===== src/rtl/fifo_pkg.sv =====
// Shared types and helpers for the streaming FIFO.
//   level_width(depth) : width needed to hold a level of 0..depth+1
//   out_mode_e         : read-side mode, mirrors the REG_OUT parameter
package fifo_pkg;

  typedef enum logic [0:0] {
    OUT_FWFT = 1'b0,
    OUT_REG  = 1'b1
  } out_mode_e;

  // Level can reach DEPTH+1 when the output register is populated.
  function automatic int unsigned level_width(input int unsigned depth);
    return $clog2(depth + 2);
  endfunction

endpackage


===== src/rtl/fifo_mem.sv =====
// Storage array for fifo_stream: one synchronous write port, one combinational
// read port, no reset.
//   clk_i   : clock
//   we_i    : write enable
//   waddr_i : write address (0..DEPTH-1)
//   wdata_i : write data
//   raddr_i : read address (0..DEPTH-1)
//   rdata_o : read data, combinational from raddr_i
module fifo_mem #(
  parameter int unsigned DATA_WIDTH = 8,
  parameter int unsigned DEPTH      = 16,
  parameter int unsigned ADDR_WIDTH = $clog2(DEPTH)
) (
  input  logic                  clk_i,
  input  logic                  we_i,
  input  logic [ADDR_WIDTH-1:0] waddr_i,
  input  logic [DATA_WIDTH-1:0] wdata_i,
  input  logic [ADDR_WIDTH-1:0] raddr_i,
  output logic [DATA_WIDTH-1:0] rdata_o
);

  logic [DATA_WIDTH-1:0] mem_q [DEPTH];

  always_ff @(posedge clk_i) begin
    if (we_i) begin
      mem_q[waddr_i] <= wdata_i;
    end
  end

  assign rdata_o = mem_q[raddr_i];

endmodule


===== src/rtl/fifo_stream.sv =====
// Single-clock streaming FIFO with valid/ready on both sides, arbitrary depth,
// almost-full/almost-empty flags, synchronous flush and an optional registered
// output stage.
//   clk_i            : clock
//   rst_ni           : asynchronous active-low reset
//   flush_i          : synchronous clear, wins over push/pop
//   s_valid_i/s_ready_o/s_data_i : write stream
//   m_valid_o/m_ready_i/m_data_o : read stream
//   level_o          : words held (includes output register when REG_OUT=1)
//   almost_full_o    : level_o >= AF_THRESH
//   almost_empty_o   : level_o <= AE_THRESH
module fifo_stream
  import fifo_pkg::*;
#(
  parameter int unsigned DATA_WIDTH  = 8,
  parameter int unsigned DEPTH       = 16,
  parameter int unsigned ADDR_WIDTH  = $clog2(DEPTH),
  parameter int unsigned LEVEL_WIDTH = level_width(DEPTH),
  parameter int unsigned AF_THRESH   = DEPTH - 2,
  parameter int unsigned AE_THRESH   = 2,
  parameter int unsigned REG_OUT     = 0
) (
  input  logic                   clk_i,
  input  logic                   rst_ni,
  input  logic                   flush_i,
  input  logic                   s_valid_i,
  output logic                   s_ready_o,
  input  logic [DATA_WIDTH-1:0]  s_data_i,
  output logic                   m_valid_o,
  input  logic                   m_ready_i,
  output logic [DATA_WIDTH-1:0]  m_data_o,
  output logic [LEVEL_WIDTH-1:0] level_o,
  output logic                   almost_full_o,
  output logic                   almost_empty_o
);

  localparam logic [LEVEL_WIDTH-1:0] DepthCnt = LEVEL_WIDTH'(DEPTH);
  localparam logic [ADDR_WIDTH-1:0]  LastAddr = ADDR_WIDTH'(DEPTH - 1);
  localparam out_mode_e              OutMode  = (REG_OUT != 0) ? OUT_REG : OUT_FWFT;

  logic [ADDR_WIDTH-1:0]  wr_ptr_q, wr_ptr_d;
  logic [ADDR_WIDTH-1:0]  rd_ptr_q, rd_ptr_d;
  logic [LEVEL_WIDTH-1:0] store_cnt_q, store_cnt_d;
  logic [DATA_WIDTH-1:0]  rdata;
  logic                   stored_any;
  logic                   push;
  logic                   pop;
  logic                   rd_en;   // a word leaves the storage array this cycle

  // Explicit wrap so non-power-of-two depths work.
  function automatic logic [ADDR_WIDTH-1:0] next_ptr(input logic [ADDR_WIDTH-1:0] p);
    return (p == LastAddr) ? '0 : p + 1'b1;
  endfunction

  // s_ready depends on registered state only: a full FIFO refuses a push even
  // when a pop happens in the same cycle.
  assign s_ready_o  = (store_cnt_q != DepthCnt);
  assign stored_any = (store_cnt_q != '0);
  assign push       = s_valid_i & s_ready_o;
  assign pop        = m_valid_o & m_ready_i;

  fifo_mem #(
    .DATA_WIDTH(DATA_WIDTH),
    .DEPTH     (DEPTH),
    .ADDR_WIDTH(ADDR_WIDTH)
  ) u_mem (
    .clk_i  (clk_i),
    .we_i   (push & ~flush_i),
    .waddr_i(wr_ptr_q),
    .wdata_i(s_data_i),
    .raddr_i(rd_ptr_q),
    .rdata_o(rdata)
  );

  always_comb begin
    wr_ptr_d    = wr_ptr_q;
    rd_ptr_d    = rd_ptr_q;
    store_cnt_d = store_cnt_q;
    if (flush_i) begin
      wr_ptr_d    = '0;
      rd_ptr_d    = '0;
      store_cnt_d = '0;
    end else begin
      if (push) begin
        wr_ptr_d = next_ptr(wr_ptr_q);
      end
      if (rd_en) begin
        rd_ptr_d = next_ptr(rd_ptr_q);
      end
      unique case ({push, rd_en})
        2'b10:   store_cnt_d = store_cnt_q + 1'b1;
        2'b01:   store_cnt_d = store_cnt_q - 1'b1;
        default: store_cnt_d = store_cnt_q;
      endcase
    end
  end

  always_ff @(posedge clk_i or negedge rst_ni) begin
    if (!rst_ni) begin
      wr_ptr_q    <= '0;
      rd_ptr_q    <= '0;
      store_cnt_q <= '0;
    end else begin
      wr_ptr_q    <= wr_ptr_d;
      rd_ptr_q    <= rd_ptr_d;
      store_cnt_q <= store_cnt_d;
    end
  end

  if (OutMode == OUT_REG) begin : g_reg_out
    logic                  out_v_q;
    logic [DATA_WIDTH-1:0] out_q;

    // Refill whenever the output slot is empty or being drained; no bypass,
    // so a fresh push reaches m_valid two cycles later.
    assign rd_en = (~out_v_q | pop) & stored_any;

    always_ff @(posedge clk_i or negedge rst_ni) begin
      if (!rst_ni) begin
        out_v_q <= 1'b0;
        out_q   <= '0;
      end else if (flush_i) begin
        out_v_q <= 1'b0;
      end else if (rd_en) begin
        out_v_q <= 1'b1;
        out_q   <= rdata;
      end else if (pop) begin
        out_v_q <= 1'b0;
      end
    end

    assign m_valid_o = out_v_q;
    assign m_data_o  = out_q;
    assign level_o   = store_cnt_q + LEVEL_WIDTH'(out_v_q);
  end else begin : g_fwft
    assign rd_en     = pop;
    assign m_valid_o = stored_any;
    assign m_data_o  = rdata;
    assign level_o   = store_cnt_q;
  end

  assign almost_full_o  = (32'(level_o) >= AF_THRESH);
  assign almost_empty_o = (32'(level_o) <= AE_THRESH);

endmodule


===== config.mk =====
export PLATFORM = sky130hd
export DESIGN_NAME = fifo_stream
export DESIGN_NICKNAME = d
export VERILOG_FILES = /design/src/rtl/fifo_pkg.sv /design/src/rtl/fifo_mem.sv /design/src/rtl/fifo_stream.sv
export SDC_FILE = /design/constraint.sdc
export NUM_CORES = 1
export LEC_CHECK = 0
export CAP_MARGIN = 20
export CORE_MARGIN = 2
export CORE_UTILIZATION = 35
export DETAILED_ROUTE_END_ITERATION = 8
export DONT_BUFFER_PORTS = 1
export GPL_TIMING_DRIVEN = 0
export HOLD_SLACK_MARGIN = 0.05
export PLACE_DENSITY_LB_ADDON = 0.08
export SYNTH_ARGS = -nofsm -noshare
export SYNTH_HDL_FRONTEND = slang
export SYNTH_HIERARCHICAL = 1
export SYNTH_SLANG_ARGS = --single-unit

===== constraint.sdc =====
create_clock -name clk_i -period 7.4 [get_ports clk_i]
set_input_delay 1.48 -clock clk_i [delete_from_list [all_inputs] [get_ports clk_i]]
set_output_delay 1.48 -clock clk_i [all_outputs]
set_load 0.01 [all_outputs]

# == Word-level counts from Yosys, hierarchy flattened ==
# Memories as Yosys holds them, arrays and structs flattened.
# Cells that the tools add are included.
# Widths: inputs -> output; s select.
# totals
in_bits,13
elab_cells,33
mem_bits_rw,128
n_memories,1
register_bits,13
output_inout_bits,17
# op_classes
n_mux,10
n_addsub,4
n_reduce_logical,4
magnitude_cmp,2
n_eq_ne,5
bitwise_logic,4
# memory_table
memory,depth,width,read_ports,rd_ports_with_merged_regs,wr,line,source
u_mem.mem_q,16,8,1,0,1,fifo_mem.sv:22,logic [DATA_WIDTH-1:0] mem_q [DEPTH];
# ops
operator,n
$mux 4,6
$pmux 5 s2,1
$add 4x1->4 const B,2
$eq 4x4->1 const B,2
$add 5x1->5 const B,1
$ge 5x4->1 const B,1
$le 5x2->1 const B,1
$mux 5,1
$ne 5x5->1 const B,1
$reduce_bool 5->1,1
$sub 5x1->5 const B,1
$reduce_bool 2->1,2
$and 1x1->1,3
$reduce_bool 3->1,1
$eq 2x1->1 const B,1
$eq 2x2->1 const B,1
$mux 1,2
$not 1->1,1

# == Depth between registers and ports, before layout ==
# logic_depth
word_depth,5
depth_mapped,10

# == Cells and area by module ==
# The synthesis kept the hierarchy.
# by_module_without_submodules
module,area_each_um2,n_inst,cells_per_inst
fifo_mem,4987.3,1,221
fifo_stream,872.1,1,90

# == Least setup slack after synthesis ==
# OpenSTA, ideal clock, no wires.
# synth_path
path_kind,input-to-reg
from,input s_valid_i
to,"memory u_mem.mem_q[0][0], enable pin"
arrival_time_ps,3247
t_required_ps,7017
path_stages,4
setup_slack_ps,3770
path_cell_list,a21boi_1 > nor2b_1 > or3b_2 > nor3_1
# synth_via
elab_chain_len,4
# synth_rtl
item,line,source
start: declaration,fifo_stream.sv:26,"input logic s_valid_i,"
$and 1x1->1,fifo_stream.sv:59,assign push = s_valid_i & s_ready_o;
$and 1x1->1,fifo_stream.sv:68,".we_i (push & ~flush_i),"
$mux 1,fifo_mem.sv:25,if (we_i) begin
$mux 1 (not written as such),fifo_mem.sv:26,mem_q[waddr_i] <= wdata_i;
end: declaration,fifo_mem.sv:22,
# No other way between the ends.

# == Worst setup path in the final report ==
# layout_path
from,register rd_ptr_q[0]
to,output m_data_o[6]
# layout_via
elab_chain_len,1
# layout_rtl
item,line,source
start: declaration,fifo_stream.sv:42,"logic [ADDR_WIDTH-1:0] rd_ptr_q, rd_ptr_d;"
start signal: assignment,fifo_stream.sv:105,rd_ptr_q <= rd_ptr_d;
$mem_v2 16x8,-,
end: declaration,fifo_stream.sv:31,"output logic [DATA_WIDTH-1:0] m_data_o,"
# No other way between the ends.

==> impl_results.md <==
* Gr usage total at between 10% and 20%
* Vias in the first global route at 3093
* Die area at 17790 um^2
* # IOs at 30
* Asr flop ratio synth at 9.220%
* PD cells at around 340 nW/um^2
* Rel. slew slack at 28.85%
* Post-cts sizing count at 0
* ANT nets after route at 0
* H-tree depth at 4
* Outcome: completed
* Clock sinks at around 140
* Synthesized area per cell at 18.84 um^2
* Post-Syn Instances at 311
* CTS buffer count at 17
* Fillers at 1502
* Flop pwr share at between 40% and 50%
* Die width at about 130 um
* Max Slew Vio Count at 0
* CP bufs+invs at 2
* Die Y-Extent at 133.4 um
* Initial DRC count at 167
* Seq/Total Area, Yosys at 71.15%
* Starting Density at 35.59%
* Minimum clock period at 3741 ps
* Number of diodes at 0
* Ys flop type: edfxtp_1
* CTS root buf: clkbuf_16
* CTS tree: yes
* Routed WL at 13040 um
* Setup Skew at 8.706 ps
* Switching share of power at 27.10%
* Net Count, Synth at 328
* Worst slew pin tran at 1063 ps
* Clock Path Buffers at 2
* Final setup vio count at 0
* Global-route wire length before repair at 19530 um
* Gr ovfl total at 0
* Antenna violations before repair at 0
* Half-perimeter wire length after placement at 8403 um
* CTS clock-pin slew for the worst setup and hold paths at about 60 ps
* Critical path class: flop to primary output
* Worst-Skew Late Latency at between 400 and 500 ps
* Slowest stage delay, CP at around 550 ps
* Hold-fix buffers at CTS at 0
* Worst Setup End Kind: primary output
* Cell count after placement at ~530
* Largest net degree at the start of global routing at 17
* Synthesized area at 5859 um^2
* Via-per-instance ratio at 5.254
* MaxCap Viol Count at 0
* Crit path max-delay family: multiplexers
* Final non-filler cell total at 564
* P_sw at 611.8 uW
* Placement Cell Area at 6155 um^2
* Crit-path cells: buf_6, buf_4, mux4_2, a22oi_1, nand2_1
* Combinational share of power at 21.4%
* Synthesis-stage register bit count at around 140
* Routed via count at a little under 3000
* Core area at around 16000 um^2
* Rows at 47
* Peak supply drop at 0.0001637 V
* R2r setup slk at 4040 ps
* DRC at 0
* Min-delay worst type: flop to flop
* Layout cells sized above 1 at a little over a fifth
* Layout area overhead at 14.93%
* Final Wtd Congestion at 0.7231
* Crit-path slowest cell: mux4_2
* DRT Pass-1 Iters at 4
* CP Launch Type: flop
* Cell Int Power at 1.646 mW
* Fmax at 267.3 MHz
* RSZ-0062 raised after global routing: no
* Post-synth EDFFs at between 100 and 150
* Clock group share of total power at roughly 37%
* PortBufs at 0
* Leakage dissipation at around 2.2 nW
* WP data required at a little under 6000 ps
* Final period util at 50.55%
* Most frequent cells in the layout: edfxtp_1, nor2_1, nand2_1, mux4_2, clkbuf_16
* Total setup buffers inserted after CTS at 0
* Wirelength per Cell at 23.13 um
* Setup TNS at 0 ps
* Most common cell after layout, fill and taps aside: edfxtp_1
* Final Hold Viols at 0
* Finished Cell Area at about 6700 um^2
* Ys Warns at 6
* Distinct cell type count after synthesis at 45
* Crit path arrival time at 2260 ps
* Nets at 348
* Max Fanout on Critical Path at 10
[logic make-up (layout without fill, tap and decap cells)]
| kind of cell | Yosys count | after routing | synth area share, % |
|---|---|---|---|
| buf+inv | 16 | 49 | 2.391 |
| flops | 141 | 141 | 71.15 |
| xor+xnor | 6 | 6 | 0.8970 |
| simple gates | 69 | 69 | 5.851 |
| fa+ha+maj | 4 | 4 | 0.8542 |
| mux | 36 | 36 | 13.90 |
| compound gates | 39 | 39 | 4.954 |
[layout make-up]
type                       instances  area, um^2  share of cell area (%)
multi-input combinational        154        1565                   23.24
inverter                           1       3.754                 0.05574
clock inverter                    15       153.9                   2.285
clock buffer                      17       425.4                   6.317
buffer                            15       136.4                   2.025
sequential                       141        4169                   61.91
tap                              220       275.3                   4.088
timing repair buffer               1       5.005                 0.07432
[cell usage after synthesis (all sizes together), types with 2 or more instances]
master | n | area share (%)
a21oi | 10 | 0.85
a22oi | 16 | 2.1
a31o | 2 | 0.30
buf | 9 | 1.3
clkbuf | 2 | 0.36
clkdlybuf4s25 | 3 | 0.51
dfrtp | 13 | 5.6
edfxtp | 128 | 66
ha | 4 | 0.85
mux2i | 3 | 0.51
mux4 | 32 | 13
nand2 | 18 | 1.2
nand2b | 3 | 0.36
nand3 | 5 | 0.43
nand3b | 2 | 0.26
nor2 | 20 | 1.3
nor2b | 4 | 0.43
nor3 | 7 | 0.60
o21ai | 3 | 0.26
or3 | 4 | 0.45
xnor2 | 3 | 0.45
xor2 | 3 | 0.45
[sequential cells by signal, summed over array words and instances, names as in the netlist]
| name | flops |
|---|---|
| level_o | 5 |
| rd_ptr_q | 4 |
| wr_ptr_q | 4 |
| u_mem/mem_q | 128 |
[power by group through the flow]
stage	Sequential [mW]	Clock, mW	Combinational (mW)
CTS	0.940	0.851	0.488
floorplan	0.944	0	0.384
detailed placement	0.956	0	0.485
finish	0.939	0.836	0.482
global route	0.944	0.885	0.520
global placement	0.954	0	0.480
[path summary, 6_finish.rpt]
path | from | endpoint | cells past startpoint
min in group asynchronous | rst_ni | level_o[4] | 0
max reg2reg | level_o[0] | u_mem/mem_q[2][1] | 5
max in group asynchronous | rst_ni | wr_ptr_q[0] | 0
min reg2reg | rd_ptr_q[0] | rd_ptr_q[0] | 2
max | rd_ptr_q[0] | m_data_o[6] | 5
min | rd_ptr_q[0] | rd_ptr_q[0] | 2
[worst reg2reg max path: stages (launching register included)]
cell,delay (ps)
dfrtp_1,580
nor4_2,160
a21boi_1,530
nor2b_1,350
or3b_2,530
nor2_1,820
[routing by layer]
| layer | share of wire (%) | track usage (%) | vias up |
|---|---|---|---|
| li1 | - | - | 1321 |
| met1 | 45 | 19.93 | 1552 |
| met2 | 49 | 24.80 | 71 |
| met3 | 4.4 | 4.680 | 19 |
| met4 | 1.7 | 6.501 | 0 |
| met5 | 0 | 0 | - |
[stage by stage]
step,utilization [%],power (mW),setup slack (ps),hold WS (ps)
after floorplan,-,1.328,3770,555.6
after global placement,37.26,1.433,2914,596.5
after detailed placement,37.38,1.441,3308,602.4
after CTS,40.90,2.279,3591,611.7
after global routing,40.90,2.349,3494,643.5
final,40.90,2.258,3659,607.6
No activity file was read; power rests on OpenSTA's default activity.
